===== config.mk =====
export PLATFORM = sky130hd
export DESIGN_NAME = mac_rr_scheduler
export DESIGN_NICKNAME = d
export VERILOG_FILES = /design/src/rtl/mac_rr_scheduler.sv
export SDC_FILE = /design/constraint.sdc
export NUM_CORES = 1
export LEC_CHECK = 0
export CAP_MARGIN = 20
export CORE_AREA = 2 2 195 197
export CTS_BUF_LIST = sky130_fd_sc_hd__clkbuf_8
export DETAILED_ROUTE_END_ITERATION = 8
export DIE_AREA = 0 0 197 199
export PLACE_DENSITY = 0.64
export SETUP_SLACK_MARGIN = 0.5
export SYNTH_ARGS = -nofsm -noshare
export SYNTH_HDL_FRONTEND = slang
export SYNTH_SLANG_ARGS = --single-unit
export TNS_END_PERCENT = 30

===== constraint.sdc =====
create_clock -name clk -period 12.2 [get_ports clk]
set_input_delay 1.83 -clock clk [delete_from_list [all_inputs] [get_ports clk]]
set_output_delay 1.83 -clock clk [all_outputs]
set_load 0.05 [all_outputs]

===== src/rtl/mac_rr_scheduler.sv =====
// mac_rr_scheduler
// Shares one 3-beat multiply-accumulate unit (result = a*b+c) between NREQ
// requesters. Jobs are granted in round-robin order. The winner's operands are
// latched and streamed to the MAC as a, b, c on three back-to-back cycles. The
// scheduler then waits for the result, or for a timeout, and returns the result
// tagged with the requester id.
//
// Ports
//   clk, rst      clock (rising edge); asynchronous active-high reset
//   req_valid     per-requester job request; held with operands stable until granted
//   req_ready     one-hot, 1-cycle grant pulse (IDLE only); operands latched at that edge
//   req_a/b/c     packed operands, requester i uses slice [i*W +: W]
//   mac_validi    beat valid towards the MAC
//   mac_data_in   beat data: a, then b, then c (0 when no beat)
//   mac_valido    MAC result valid (only honoured in WAIT)
//   mac_data_out  MAC result
//   rsp_valid     response available, held until rsp_ready
//   rsp_ready     consumer accepts the response
//   rsp_id        requester id of the response
//   rsp_data      result (0 when rsp_err=1)
//   rsp_err       1 = MAC did not answer within TIMEOUT cycles in WAIT
//   dbg_state     current FSM state (IDLE=0 SEND_A=1 SEND_B=2 SEND_C=3 WAIT=4 RESP=5)
//
// Handshakes: a transfer happens on a rising edge where valid and ready are both
// high. On the request side, req_ready is a combinational pulse for the winner
// only while IDLE. On the response side, rsp_valid/rsp_id/rsp_data/rsp_err stay
// stable until the edge where rsp_ready is seen. The MAC side has no
// back-pressure: beats are never stalled, and a result is taken on the first
// mac_valido seen in WAIT.

module mac_rr_scheduler #(
  parameter int NREQ    = 4,
  parameter int W       = 32,
  parameter int TIMEOUT = 16
) (
  input  logic                      clk,
  input  logic                      rst,
  input  logic [NREQ-1:0]           req_valid,
  output logic [NREQ-1:0]           req_ready,
  input  logic [NREQ*W-1:0]         req_a,
  input  logic [NREQ*W-1:0]         req_b,
  input  logic [NREQ*W-1:0]         req_c,
  output logic                      mac_validi,
  output logic [W-1:0]              mac_data_in,
  input  logic                      mac_valido,
  input  logic [W-1:0]              mac_data_out,
  output logic                      rsp_valid,
  input  logic                      rsp_ready,
  output logic [$clog2(NREQ)-1:0]   rsp_id,
  output logic [W-1:0]              rsp_data,
  output logic                      rsp_err,
  output logic [2:0]                dbg_state
);

  localparam int IDW = $clog2(NREQ);
  // Wide enough to hold TIMEOUT-1 with headroom.
  localparam int TW  = $clog2(TIMEOUT) + 1;

  typedef enum logic [2:0] {
    IDLE   = 3'd0,
    SEND_A = 3'd1,
    SEND_B = 3'd2,
    SEND_C = 3'd3,
    WAIT   = 3'd4,
    RESP   = 3'd5
  } state_t;

  state_t         state, state_nx;
  logic [IDW-1:0] ptr;
  logic [IDW-1:0] ptr_nx;
  logic [IDW-1:0] id_q;
  logic [IDW-1:0] win_id;
  logic           win_found;
  logic [W-1:0]   a_q, b_q, c_q;
  logic [TW-1:0]  tmo_cnt;
  logic           grant;
  logic           wait_done;
  logic           timed_out;

  assign dbg_state = state;

  // Round-robin search: the first requester at or after ptr, wrapping mod NREQ.
  always_comb begin
    int idx;
    idx       = 0;
    win_found = 1'b0;
    win_id    = '0;
    for (int k = 0; k < NREQ; k++) begin
      idx = int'(ptr) + k;
      if (idx >= NREQ) idx = idx - NREQ;
      if (!win_found && req_valid[IDW'(idx)]) begin
        win_found = 1'b1;
        win_id    = IDW'(idx);
      end
    end
  end

  assign ptr_nx = (win_id == IDW'(NREQ - 1)) ? '0 : win_id + 1'b1;
  assign grant  = (state == IDLE) && win_found;

  // Gated by rst so that every output reads 0 while reset is held.
  assign req_ready = (grant && !rst) ? (NREQ'(1) << win_id) : '0;

  // A result takes priority over a timeout that lands on the same cycle.
  assign timed_out = (tmo_cnt == TW'(TIMEOUT - 1)) && !mac_valido;
  assign wait_done = mac_valido || timed_out;

  // Next state and MAC-side outputs.
  always_comb begin
    state_nx    = state;
    mac_validi  = 1'b0;
    mac_data_in = '0;
    case (state)
      IDLE: begin
        if (win_found) state_nx = SEND_A;
      end
      SEND_A: begin
        mac_validi  = 1'b1;
        mac_data_in = a_q;
        state_nx    = SEND_B;
      end
      SEND_B: begin
        mac_validi  = 1'b1;
        mac_data_in = b_q;
        state_nx    = SEND_C;
      end
      SEND_C: begin
        mac_validi  = 1'b1;
        mac_data_in = c_q;
        state_nx    = WAIT;
      end
      WAIT: begin
        if (wait_done) state_nx = RESP;
      end
      RESP: begin
        if (rsp_ready) state_nx = IDLE;
      end
      default: state_nx = IDLE;
    endcase
  end

  always_ff @(posedge clk or posedge rst) begin
    if (rst) state <= IDLE;
    else     state <= state_nx;
  end

  // Job capture at grant. Non-winners are left untouched and keep waiting.
  always_ff @(posedge clk or posedge rst) begin
    if (rst) begin
      ptr  <= '0;
      id_q <= '0;
      a_q  <= '0;
      b_q  <= '0;
      c_q  <= '0;
    end else if (grant) begin
      ptr  <= ptr_nx;
      id_q <= win_id;
      a_q  <= req_a[int'(win_id)*W +: W];
      b_q  <= req_b[int'(win_id)*W +: W];
      c_q  <= req_c[int'(win_id)*W +: W];
    end
  end

  // WAIT cycle counter. It is 0 on the first WAIT cycle and counts up while
  // the FSM stays in WAIT.
  always_ff @(posedge clk or posedge rst) begin
    if (rst) begin
      tmo_cnt <= '0;
    end else if (state == WAIT && !wait_done) begin
      tmo_cnt <= tmo_cnt + 1'b1;
    end else begin
      tmo_cnt <= '0;
    end
  end

  // Response register. It is loaded on leaving WAIT and drops valid on the
  // accepting edge. id/data/err keep their last values while valid is low.
  always_ff @(posedge clk or posedge rst) begin
    if (rst) begin
      rsp_valid <= 1'b0;
      rsp_id    <= '0;
      rsp_data  <= '0;
      rsp_err   <= 1'b0;
    end else begin
      if (state == WAIT && wait_done) begin
        rsp_valid <= 1'b1;
        rsp_id    <= id_q;
        rsp_err   <= !mac_valido;
        rsp_data  <= mac_valido ? mac_data_out : '0;
      end else if (state == RESP && rsp_ready) begin
        rsp_valid <= 1'b0;
      end
    end
  end

endmodule


==> summary.md, run 1 <==
| Metric | Value |
|---|---|
| Final total power | `around 3400 uW` |
| Avg WL per Cell | `approximately 23 um` |
| GP Congestion | `~0.77` |
| Share of the yosys chip area belonging to registers | `between 40% and 50%` |
| Detail-routed via count per cell | `a little over 5` |
| Syn_area_per_cell | `approximately 10 um2` |
| Die Wd | `roughly 200 um` |
| Overall Global Routing Usage | `between 20% and 30%` |
| Final instance area | `roughly 0.014 mm2` |
| CTS tree | `yes` |
| Num ports | `500` |
| CP Launch Type | `input port` |
| Synthesized flop and latch total | `144` |
| Vias in the first global route | `between 9k and 10k` |
| Commonest non-fill, non-tap cell in the layout | `clkdlybuf4s50_1` |
| Peak VDD IR | `0.112 mV` |
| # Post-CTS Setup Buffers | `0` |
| Worst reg2reg startpoint | `dbg_state[1]$_DFFE_PP0P_` |
| First-pass GRT wire length | `59000 um` |
| Clock Pin Slew Worst Setup and Hold Paths | `approximately 0.070 ns` |
| Most frequent cells in the layout | `499 x clkdlybuf4s50_1, 142 x dfrtp_1, 129 x mux2i_1, 98 x nand3_1, 96 x a32oi_1` |
| Pre-CTS WS | `between 5 and 6 ns` |
| DRC | `0` |
| Cells on worst reg2reg path | `7` |
| Hpwl dp | `approximately 31000 um` |
| Slew @ Worst Pin | `between 0.8 and 0.9 ns` |
| Share of post-route cells with drive strength above 1 | `between 5 and 6%` |
| Area leader, netlist | `dfrtp_1` |
| Ys Warns | `0` |
| Final setup TNS | `0 ns` |
| Critical path origin | `req_valid[0]` |
| Fin crit period | `6.99 ns` |
| Post-cts sizing count | `0` |
| CP endpoint kind | `primary output` |
| 1st-iter DRT viols | `~480` |
| Deepest clock path buffer count | `2` |
| Hold depth | `1` |
| Syn Nets | `about 1.3k` |
| Initial Utilization | `a little under a quarter` |
| Area fraction of the dominant cell type after synthesis | `between 40% and 50%` |
| DIE HEIGHT | `slightly below 200 um` |
| Number of synthesized flops with an enable pin | `0` |
| Max-slew headroom at the worst pin | `between 40% and 50%` |
| CTS buffer count | `17` |
| Outcome | `finished clean` |
| Hold Slack | `~0.46 ns` |
| Setup violators final | `0` |
| Final worst slack | `about 5.2 ns` |
| Synth cell types | `just over 40` |
| Leakage power | `0.00574 uW` |
| Nets | `1729` |
| Core area | `around 0.037 mm2` |
| # diodes | `0` |
| Initial antenna violation count | `2` |
| Sink Count | `approximately 140` |
| Fraction of registers with async set/reset | `between 90% and 100%` |
| Worst R2R End | `b_q[0]$_DFFE_PP0P_` |
| Root Driver | `clkbuf_8` |
| Area grow syn2layout | `65.8%` |
| Max FO, Critical Path | `31` |
| RSZ-0062 raised after global routing | `no` |
| Synthesized cell area | `0.00872 mm2` |
| Worst-Skew Late Latency | `0.49 ns` |
| Worst hold path endpoint | `tmo_cnt[0]$_DFF_PP0_` |
| Synth area leaders | `dfrtp_1 41%, mux2i_1 15%, a32oi_1 9.6%` |
| Worst EP required | `between 10 and 15 ns` |
| Antenna-violating nets left | `0` |
| Max-slew violation count | `0` |
| Vias | `just over 9k` |
| Post-synthesis cell count | `866` |
| Largest net degree at the start of global routing | `102` |
| H-tree depth | `4` |
| Hold Vio Cnt, Final | `0` |
| Port Buffers | `~500` |
| # rows | `71` |
| Fillers | `3725` |
| WS Path Type | `in2out` |
| Max-Cap Viols | `0` |
| Pwr dens | `238 mW/mm2` |
| Area of the die | `0.0392 mm2` |
| Fmax achieved | `approximately 140 MHz` |
| DRT Pass-1 Iters | `5` |
| Skew final | `0.0120 ns` |
| Hold-fix buffers, CTS | `0` |
| Final WL | `just over 40000 um` |
| Most used flip-flop cell after synthesis | `dfrtp_1` |
| R2R Setup Slk | `between 8 and 9 ns` |
| HP Start | `tmo_cnt[0]$_DFF_PP0_` |
| Worst Hold Class | `reg2reg` |
| GRT overflow | `0` |
| Final Cycle Share | `between 50% and 60%` |
| Critical Path AT | `about 5.2 ns` |
| Post-place instance area | `approximately 0.014 mm2` |
## stage by stage
stage / cells / util [%]
floorplan: 866 / -
global placement: 1752 / 37.6
detailed placement: 1754 / 37.7
CTS: 1786 / 38.8
global route: 1788 / 38.9
finish: 1788 / 38.9
## cell usage after synthesis, types with 2 or more instances
cell and number:
mux2_2 2, and3_1 7, buf_6 3, and2_1 3, o21ai_0 4, a32oi_1 96, nor2_1 73, a22o_1 32
o211ai_2 19, nor3_1 2, xnor2_1 2, nand2b_1 4, mux2i_1 129, nand2_1 10, buf_1 11, buf_2 36
dfrtp_1 144, inv_1 6, buf_4 9, o211ai_1 78, nor2b_1 2, nand3_1 98, o21a_1 2, a21oi_1 37
ha_1 4, buf_8 4, clkbuf_1 35
## cell type report
class / count / area, um2 / area share, %
clock buffers: 17 / 234 / 1.62
inverters: 6 / 27.5 / 0.190
multi-input cells: 617 / 4630 / 32.0
repair buffers: 515 / 5190 / 35.9
clock inverters: 15 / 178 / 1.23
flip-flops and latches: 144 / 3610 / 24.9
well taps: 474 / 593 / 4.10
## cell families (layout without fill, tap and decap cells)
logic type	count (synthesis)	after routing	share of synthesized area, %
buffers and inverters	105	553	6.24
adders and majority gates	4	4	0.574
AOI/OAI and AO/OA	277	277	25.8
muxes	131	131	15.1
xor gates and xnor gates	3	3	0.301
and+or+nand+nor	202	202	10.7
DFF	144	144	41.3
## routing by layer
layer	share of wire (%)	up-vias	GRT usage [%]
met4	2.2	2	6.71
met1	38	4510	22.8
li1	-	4257	-
met3	7.3	41	4.82
met2	53	432	37.2
met5	0.039	-	0
## flip-flops by register name (all words and copies together), names as in the netlist
name       cells
tmo_cnt        5
dbg_state      3
rsp_err        1
rsp_data      32
c_q           32
b_q           32
ptr            2
a_q           32
rsp_valid      1
id_q           2
rsp_id         2
## worst max-delay path: stages
cell	delay (ns)
clkdlybuf4s50_1	0.62
a21boi_0	0.20
o221ai_4	0.69
buf_4	0.57
ha_1	0.24
and3_1	0.17
clkdlybuf4s50_1	0.81
## worst max-delay path by stage
stage | to
after floorplan | req_ready[0]
after global placement | req_ready[1]
after detailed placement | req_ready[2]
after CTS | req_ready[2]
after global routing | req_ready[2]
final | req_ready[2]
## report_power, final
group          switching (uW)  internal, uW
clock network             203           219
registers                 182           704
logic                    1330           808
total                    1710          1730
(Power assumes the default switching activity.)
==> run 2: changes to the inputs <==
--- a/config.mk
+++ b/config.mk
@@ -10,7 +10,7 @@
 export CTS_BUF_LIST = sky130_fd_sc_hd__clkbuf_8
 export DETAILED_ROUTE_END_ITERATION = 8
 export DIE_AREA = 0 0 197 199
-export PLACE_DENSITY = 0.64
+export PLACE_DENSITY = 0.66
 export SETUP_SLACK_MARGIN = 0.5
 export SYNTH_ARGS = -nofsm -noshare
 export SYNTH_HDL_FRONTEND = slang
==> constraint.sdc (replaced) <==
create_clock -name clk -period 6 [get_ports clk]
set_input_delay 0.9 -clock clk [delete_from_list [all_inputs] [get_ports clk]]
set_output_delay 0.9 -clock clk [all_outputs]
set_load 0.05 [all_outputs]
==> run 2 against run 1 <==
  * Largest cell class unchanged
  * Sequential power increased by 100%
  * Wire length increased by 3.1%
  * Via count increased by 0.68%
  * Flip-flop and latch count unchanged
  * Highest routed layer unchanged
  * Worst setup slack got worse by 3.8 ns
  * Sequential share of layout area decreased by 0.20 points
  * Largest power group unchanged
==> summary.md, run 2 (synthesis gave the netlist of run 1 again) <==
| Metric | Value |
|---|---|
| Initial Utilization | `23.5% (unchanged)` |
| Final Cycle Share | `76.4%` |
| RSZ-0062 raised after global routing | `no` |
| GP Congestion | `0.786 (+2.2%)` |
| Deepest clock path buffer count | `2 (unchanged)` |
| Detail-routed via count per cell | `5.18 (+0.29%)` |
| Crit path max-delay cell type | `clkdlybuf4s50_1` |
| Critical path origin | `req_valid[2]` |
| Worst reg2reg startpoint | `dbg_state[1]$_DFFE_PP0P_` |
| Port Buffers | `499 (unchanged)` |
| Critical Path AT | `3.69 ns (-1.47 ns)` |
| CP delay by family, top | `buffers and inverters` |
| Hpwl dp | `31500 um (+2.6%)` |
| Fin crit period | `around 4.6 ns` |
| Die Wd | `197 um (unchanged)` |
| Clock Pin Slew Worst Setup and Hold Paths | `0.08 ns (about the same)` |
| Peak VDD IR | `0.247 mV (+120%)` |
| CTS tree | `yes` |
| Most frequent cells in the layout | `499 x clkdlybuf4s50_1, 142 x dfrtp_1, 129 x mux2i_1, 98 x nand3_1, 96 x a32oi_1` |
| Initial antenna violation count | `4 (+2)` |
| Area of the die | `0.0392 mm2 (unchanged)` |
| Worst hold path endpoint | `tmo_cnt[0]$_DFF_PP0_` |
| Hold-fix buffers, CTS | `0 (unchanged)` |
| H-tree depth | `4 (unchanged)` |
| CP most frequent cell | `clkdlybuf4s50_1` |
| Hold Vio Cnt, Final | `0 (unchanged)` |
| Max-slew headroom at the worst pin | `36.8% (-4.2 points)` |
| Max-Cap Viols | `0 (unchanged)` |
| Slew @ Worst Pin | `0.947 ns (+0.0636 ns)` |
| Setup violators final | `0 (unchanged)` |
| Share of post-route cells with drive strength above 1 | `6.37% (+0.66 points)` |
| # Post-CTS Setup Buffers | `0 (unchanged)` |
| Top Metal Used | `met5` |
| Post-place instance area | `0.0140 mm2 (+0.13%)` |
| CP peak stage delay | `0.81 ns (about the same)` |
| Fmax achieved | `around 220 MHz` |
| CP Launch Type | `input port` |
| WS Path Type | `in2out` |
| Num ports | `500 (unchanged)` |
| Routed wl met2 | `21700 um (+1.3%)` |
| Sink Count | `144 (unchanged)` |
| Max-slew violation count | `0 (unchanged)` |
| Final instance area | `0.0146 mm2 (+0.81%)` |
| Pwr dens | `491 mW/mm2 (+110%)` |
| Vias in the first global route | `9427 (-0.26%)` |
| M1 WL | `16300 um (+5.4%)` |
| Final WL | `42000 um (+3.1%)` |
| Buffers plus inverters on the worst setup path | `3 (unchanged)` |
| Worst EP required | `5.10 ns (-5.27 ns)` |
| Skew final | `0.0118 ns (-0.000193 ns)` |
| Final setup TNS | `0 ns (unchanged)` |
| Hold depth | `1 (unchanged)` |
| Commonest non-fill, non-tap cell in the layout | `clkdlybuf4s50_1` |
| Avg WL per Cell | `23.4 um (+2.7%)` |
| # rows | `71 (unchanged)` |
| HP Start | `tmo_cnt[0]$_DFF_PP0_` |
| Post-cts sizing count | `0 (unchanged)` |
| Largest net degree at the start of global routing | `97 (-4.9%)` |
| R2R Setup Slk | `2.71 ns (-5.61 ns)` |
| Overall Global Routing Usage | `20.8% (+0.56 points)` |
| DIE HEIGHT | `199 um (unchanged)` |
| DRT Pass-1 Iters | `5 (unchanged)` |
| Worst-Skew Late Latency | `0.48 ns (about the same)` |
| CP endpoint kind | `primary output` |
| CTS buffer count | `17 (unchanged)` |
| Final core utilization | `39.3% (+0.32 points)` |
| Area grow syn2layout | `67.2%` |
| Nets | `1734 (+0.29%)` |
| 1st-iter DRT viols | `436 (-9.9%)` |
| GRT overflow | `0 (unchanged)` |
| First-pass GRT wire length | `59900 um (+1.6%)` |
| Cells on worst reg2reg path | `5 (-2)` |
| Outcome | `finished clean` |
| Vias | `9305 (+0.68%)` |
| Leakage power | `0.00576 uW (+0.40%)` |
| Worst Hold Class | `reg2reg` |
| Max FO, Critical Path | `24 (-23%)` |
| Core area | `0.0371 mm2 (unchanged)` |
| DRC | `0 (unchanged)` |
| Antenna-violating nets left | `0 (unchanged)` |
| Worst R2R End | `b_q[31]$_DFFE_PP0P_` |
| Hold Slack | `0.474 ns (+0.0116 ns)` |
| Root Driver | `clkbuf_8` |
| CP cell instances | `clkdlybuf4s50_1, or3b_1, o221ai_4, buf_4, ha_1, and3_1, clkdlybuf4s50_1` |
| Final total power | `7160 uW (+110%)` |
| Length of routed met3 wiring | `2920 um (-1.1%)` |
[run 2: cell types whose count changed in the layout (fill, tap and decap cells not counted), sizes merged]
cell      before  now
clkinv         6    3
diode          0    2
buf           16   21
inv           11    8
bufinv         4    5
clkbuf        17   18
clkinvlp       0    4
[run 2: power by group]
part | total [uW] | switching [uW] | internal (uW) | leakage (uW)
sequential | 1790 | 359 | 1430 | 0.00181
combinational | 4420 | 2760 | 1660 | 0.00373
clock | 948 | 434 | 514 | 0.000230
total | 7160 | 3550 | 3610 | 0.00576
[run 2: per-stage QoR]
stage | worst slack (ns) | instances
6_report | 1.41 | 1795
5_1_grt | 1.32 | 1795
4_1_cts | 1.41 | 1790
3_5_place_dp | 1.42 | 1758
3_3_place_gp | 1.47 | 1756
2_1_floorplan | 1.33 | 866
[run 2: how the worst max path moves through the flow]
stage	cells past startpoint	slack (ns)	end
global route	7	1.32	req_ready[2]
detailed placement	7	1.42	req_ready[2]
finish	7	1.41	req_ready[2]
global placement	7	1.47	req_ready[2]
floorplan	2	1.33	req_ready[3]
CTS	7	1.41	req_ready[2]
[run 2: layer usage]
layer  vias up  track usage (%)
met5         -                0
met4         2             7.74
met3        44             4.93
met2       431             37.1
met1      4548             24.1
li1       4280                -
[run 2: cell type report]
cell class	count	area (um2)
fillers	3725	22600
clock buffers	18	248
repair buffers	520	5240
inverters	6	26.3
well taps	474	593
clock inverters	14	230
diodes	2	5.00
multi-input cells	617	4630
flip-flops and latches	144	3610
==> run 3: changes to the inputs <==
--- a/config.mk
+++ b/config.mk
@@ -6,11 +6,11 @@
 export NUM_CORES = 1
 export LEC_CHECK = 0
 export CAP_MARGIN = 20
-export CORE_AREA = 2 2 195 197
+export CORE_AREA = 2 2 196 198
 export CTS_BUF_LIST = sky130_fd_sc_hd__clkbuf_8
 export DETAILED_ROUTE_END_ITERATION = 8
-export DIE_AREA = 0 0 197 199
-export PLACE_DENSITY = 0.66
+export DIE_AREA = 0 0 198 200
+export PLACE_DENSITY = 0.64
 export SETUP_SLACK_MARGIN = 0.5
 export SYNTH_ARGS = -nofsm -noshare
 export SYNTH_HDL_FRONTEND = slang
==> constraint.sdc (replaced) <==
create_clock -name clk -period 4.7 [get_ports clk]
set_input_delay 0.705 -clock clk [delete_from_list [all_inputs] [get_ports clk]]
set_output_delay 0.705 -clock clk [all_outputs]
set_load 0.05 [all_outputs]
==> run 3 against run 2 <==
  * Register-to-register slack lost 0.81 ns
  * Total power grew 25%
  * Clock power grew 12%
  * Worst setup slack lost 0.65 ns
  * Via count grew 0.62%
  * Flip-flop and latch count is the same
  * Die area grew 1.0%
  * Sequential power grew 27%
  * Hold slack gained 0.0051 ns
  * Critical path depth shrank 2
  * Wire length grew 1.7%
  * Largest cell class unchanged
  * Largest power group unchanged
==> summary.md, run 3 (synthesis gave the netlist of run 1 again) <==
| Metric | Value |
|---|---|
| Worst-Skew Late Latency | `0.48 ns (about the same)` |
| Final Cycle Share | `approximately 84%` |
| Clock Pin Slew Worst Setup and Hold Paths | `0.09 ns (about the same)` |
| Max-slew violation count | `0 (unchanged)` |
| Leakage power | `0.00572 uW (-0.69%)` |
| Num ports | `500 (unchanged)` |
| HP Start | `tmo_cnt[0]$_DFF_PP0_` |
| Fin crit period | `about 3.9 ns` |
| Antenna-violating nets left | `0 (unchanged)` |
| Max FO, Critical Path | `7 (-71%)` |
| Critical path origin | `req_valid[3]` |
| DIE HEIGHT | `200 um (+0.50%)` |
| Most frequent cells in the layout | `499 x clkdlybuf4s50_1, 142 x dfrtp_1, 129 x mux2i_1, 98 x nand3_1, 96 x a32oi_1` |
| Hold Vio Cnt, Final | `0 (unchanged)` |
| Core area | `0.0374 mm2 (+0.72%)` |
| Vias in the first global route | `9625 (+2.1%)` |
| # Post-CTS Setup Buffers | `0 (unchanged)` |
| Worst Hold Class | `reg2reg` |
| Avg WL per Cell | `23.3 um (-0.25%)` |
| # rows | `71 (unchanged)` |
| Initial Utilization | `23.3% (-0.17 points)` |
| Fillers | `3742 (+0.46%)` |
| Overall Global Routing Usage | `20.9% (+0.16 points)` |
| Vias | `9363 (+0.62%)` |
| Nets | `1733 (-0.058%)` |
| Root Driver | `clkbuf_8` |
| Area of the multi-input gates | `0.00463 mm2 (+0.14%)` |
| Post-place instance area | `0.0141 mm2 (+0.84%)` |
| Hold depth | `1 (unchanged)` |
| First-pass GRT wire length | `60800 um (+1.4%)` |
| Post-cts sizing count | `0 (unchanged)` |
| Deepest clock path buffer count | `2 (unchanged)` |
| WS Path Type | `in2out` |
| Register Area | `0.00361 mm2 (unchanged)` |
| GRT overflow | `0 (unchanged)` |
| Final setup TNS | `0 ns (unchanged)` |
| Initial antenna violation count | `2 (-2)` |
| Area of the die | `0.0396 mm2 (+1.0%)` |
| Fmax achieved | `~250 MHz` |
| Commonest non-fill, non-tap cell in the layout | `clkdlybuf4s50_1` |
| DRC | `0 (unchanged)` |
| Die Wd | `198 um (+0.51%)` |
| Final core utilization | `38.9% (-0.39 points)` |
| Hold-fix buffers, CTS | `0 (unchanged)` |
| DRT Pass-1 Iters | `5 (unchanged)` |
| Worst EP required | `3.99 ns (-1.11 ns)` |
| R2R Setup Slk | `1.90 ns (-0.81 ns)` |
| CP endpoint kind | `primary output` |
| Detail-routed via count per cell | `5.12 (-1.3%)` |
| GP Congestion | `0.816 (+3.9%)` |
| Port Buffers | `499 (unchanged)` |
| Share of post-route cells with drive strength above 1 | `6.37% (about the same)` |
| Max-Cap Viols | `0 (unchanged)` |
| 1st-iter DRT viols | `443 (+1.6%)` |
| Critical Path AT | `3.24 ns (-0.45 ns)` |
| Outcome | `finished clean` |
| Peak VDD IR | `0.345 mV (+39%)` |
| Final WL | `42700 um (+1.7%)` |
| Pwr dens | `617 mW/mm2 (+26%)` |
| CP Launch Type | `input port` |
| Final instance area | `0.0145 mm2 (-0.29%)` |
| Area grow syn2layout | `66.7%` |
| CTS tree | `yes` |
| Hpwl dp | `31700 um (+0.90%)` |
| Cells on worst reg2reg path | `7 (+2)` |
| Setup violators final | `0 (unchanged)` |
| Max-slew headroom at the worst pin | `35.4% (-1.4 points)` |
| Largest net degree at the start of global routing | `98 (+1.0%)` |
| Sink Count | `144 (unchanged)` |
| RSZ-0062 raised after global routing | `no` |
| Skew final | `0.0133 ns (+0.00153 ns)` |
| Worst reg2reg startpoint | `dbg_state[0]$_DFFE_PP0P_` |
| CTS buffer count | `17 (unchanged)` |
| H-tree depth | `4 (unchanged)` |
| Slew @ Worst Pin | `0.969 ns (+0.0214 ns)` |
[run 3: per-layer routing]
metal / GRT usage (%) / share of wire [%] / up-vias / wire [um]
li1: - / - / 4269 / -
met1: 23.3 / 37 / 4607 / 15900
met2: 38.2 / 52 / 439 / 22300
met3: 5.91 / 7.5 / 46 / 3210
met4: 7.35 / 3.0 / 2 / 1260
met5: 0 / 0.030 / - / 13
[run 3: stage by stage]
step	power (uW)	cells	setup WS (ns)	hold WS, ns
finish	8970	1830	0.759	0.479
global route	9530	1830	0.746	0.496
CTS	9110	1829	0.808	0.483
detailed placement	8010	1797	0.823	0.454
global placement	7920	1795	0.881	0.444
floorplan	5880	866	0.468	0.433
[run 3: where the power goes]
part	switching, uW	total [uW]	internal [uW]
Sequential	441	2270	1830
Combinational	3530	5640	2110
Clock	569	1060	494
Total	4540	8970	4430
[run 3: worst max-delay path: stages]
cell	delay, ns
clkdlybuf4s50_1	0.61
or4_1	0.68
and2_4	0.24
and3_1	0.23
clkdlybuf4s50_1	0.76
[run 3: worst paths after layout]
check / end
max: req_ready[1]
min: tmo_cnt[0]$_DFF_PP0_
max reg2reg: a_q[16]$_DFFE_PP0P_
min reg2reg: tmo_cnt[0]$_DFF_PP0_
max in group asynchronous: dbg_state[1]$_DFFE_PP0P_
min in group asynchronous: ptr[0]$_DFFE_PP0P_
[run 3: cell type report]
cell class                      count  area share [%]
Antenna cell                        1          0.0172
Clock buffer                       18            1.70
Clock inverter                     14            1.07
Inverter                            6           0.181
Multi-Input combinational cell    617            31.9
Sequential cell                   144            24.8
Tap cell                          511            4.40
Timing Repair Buffer              519            35.9
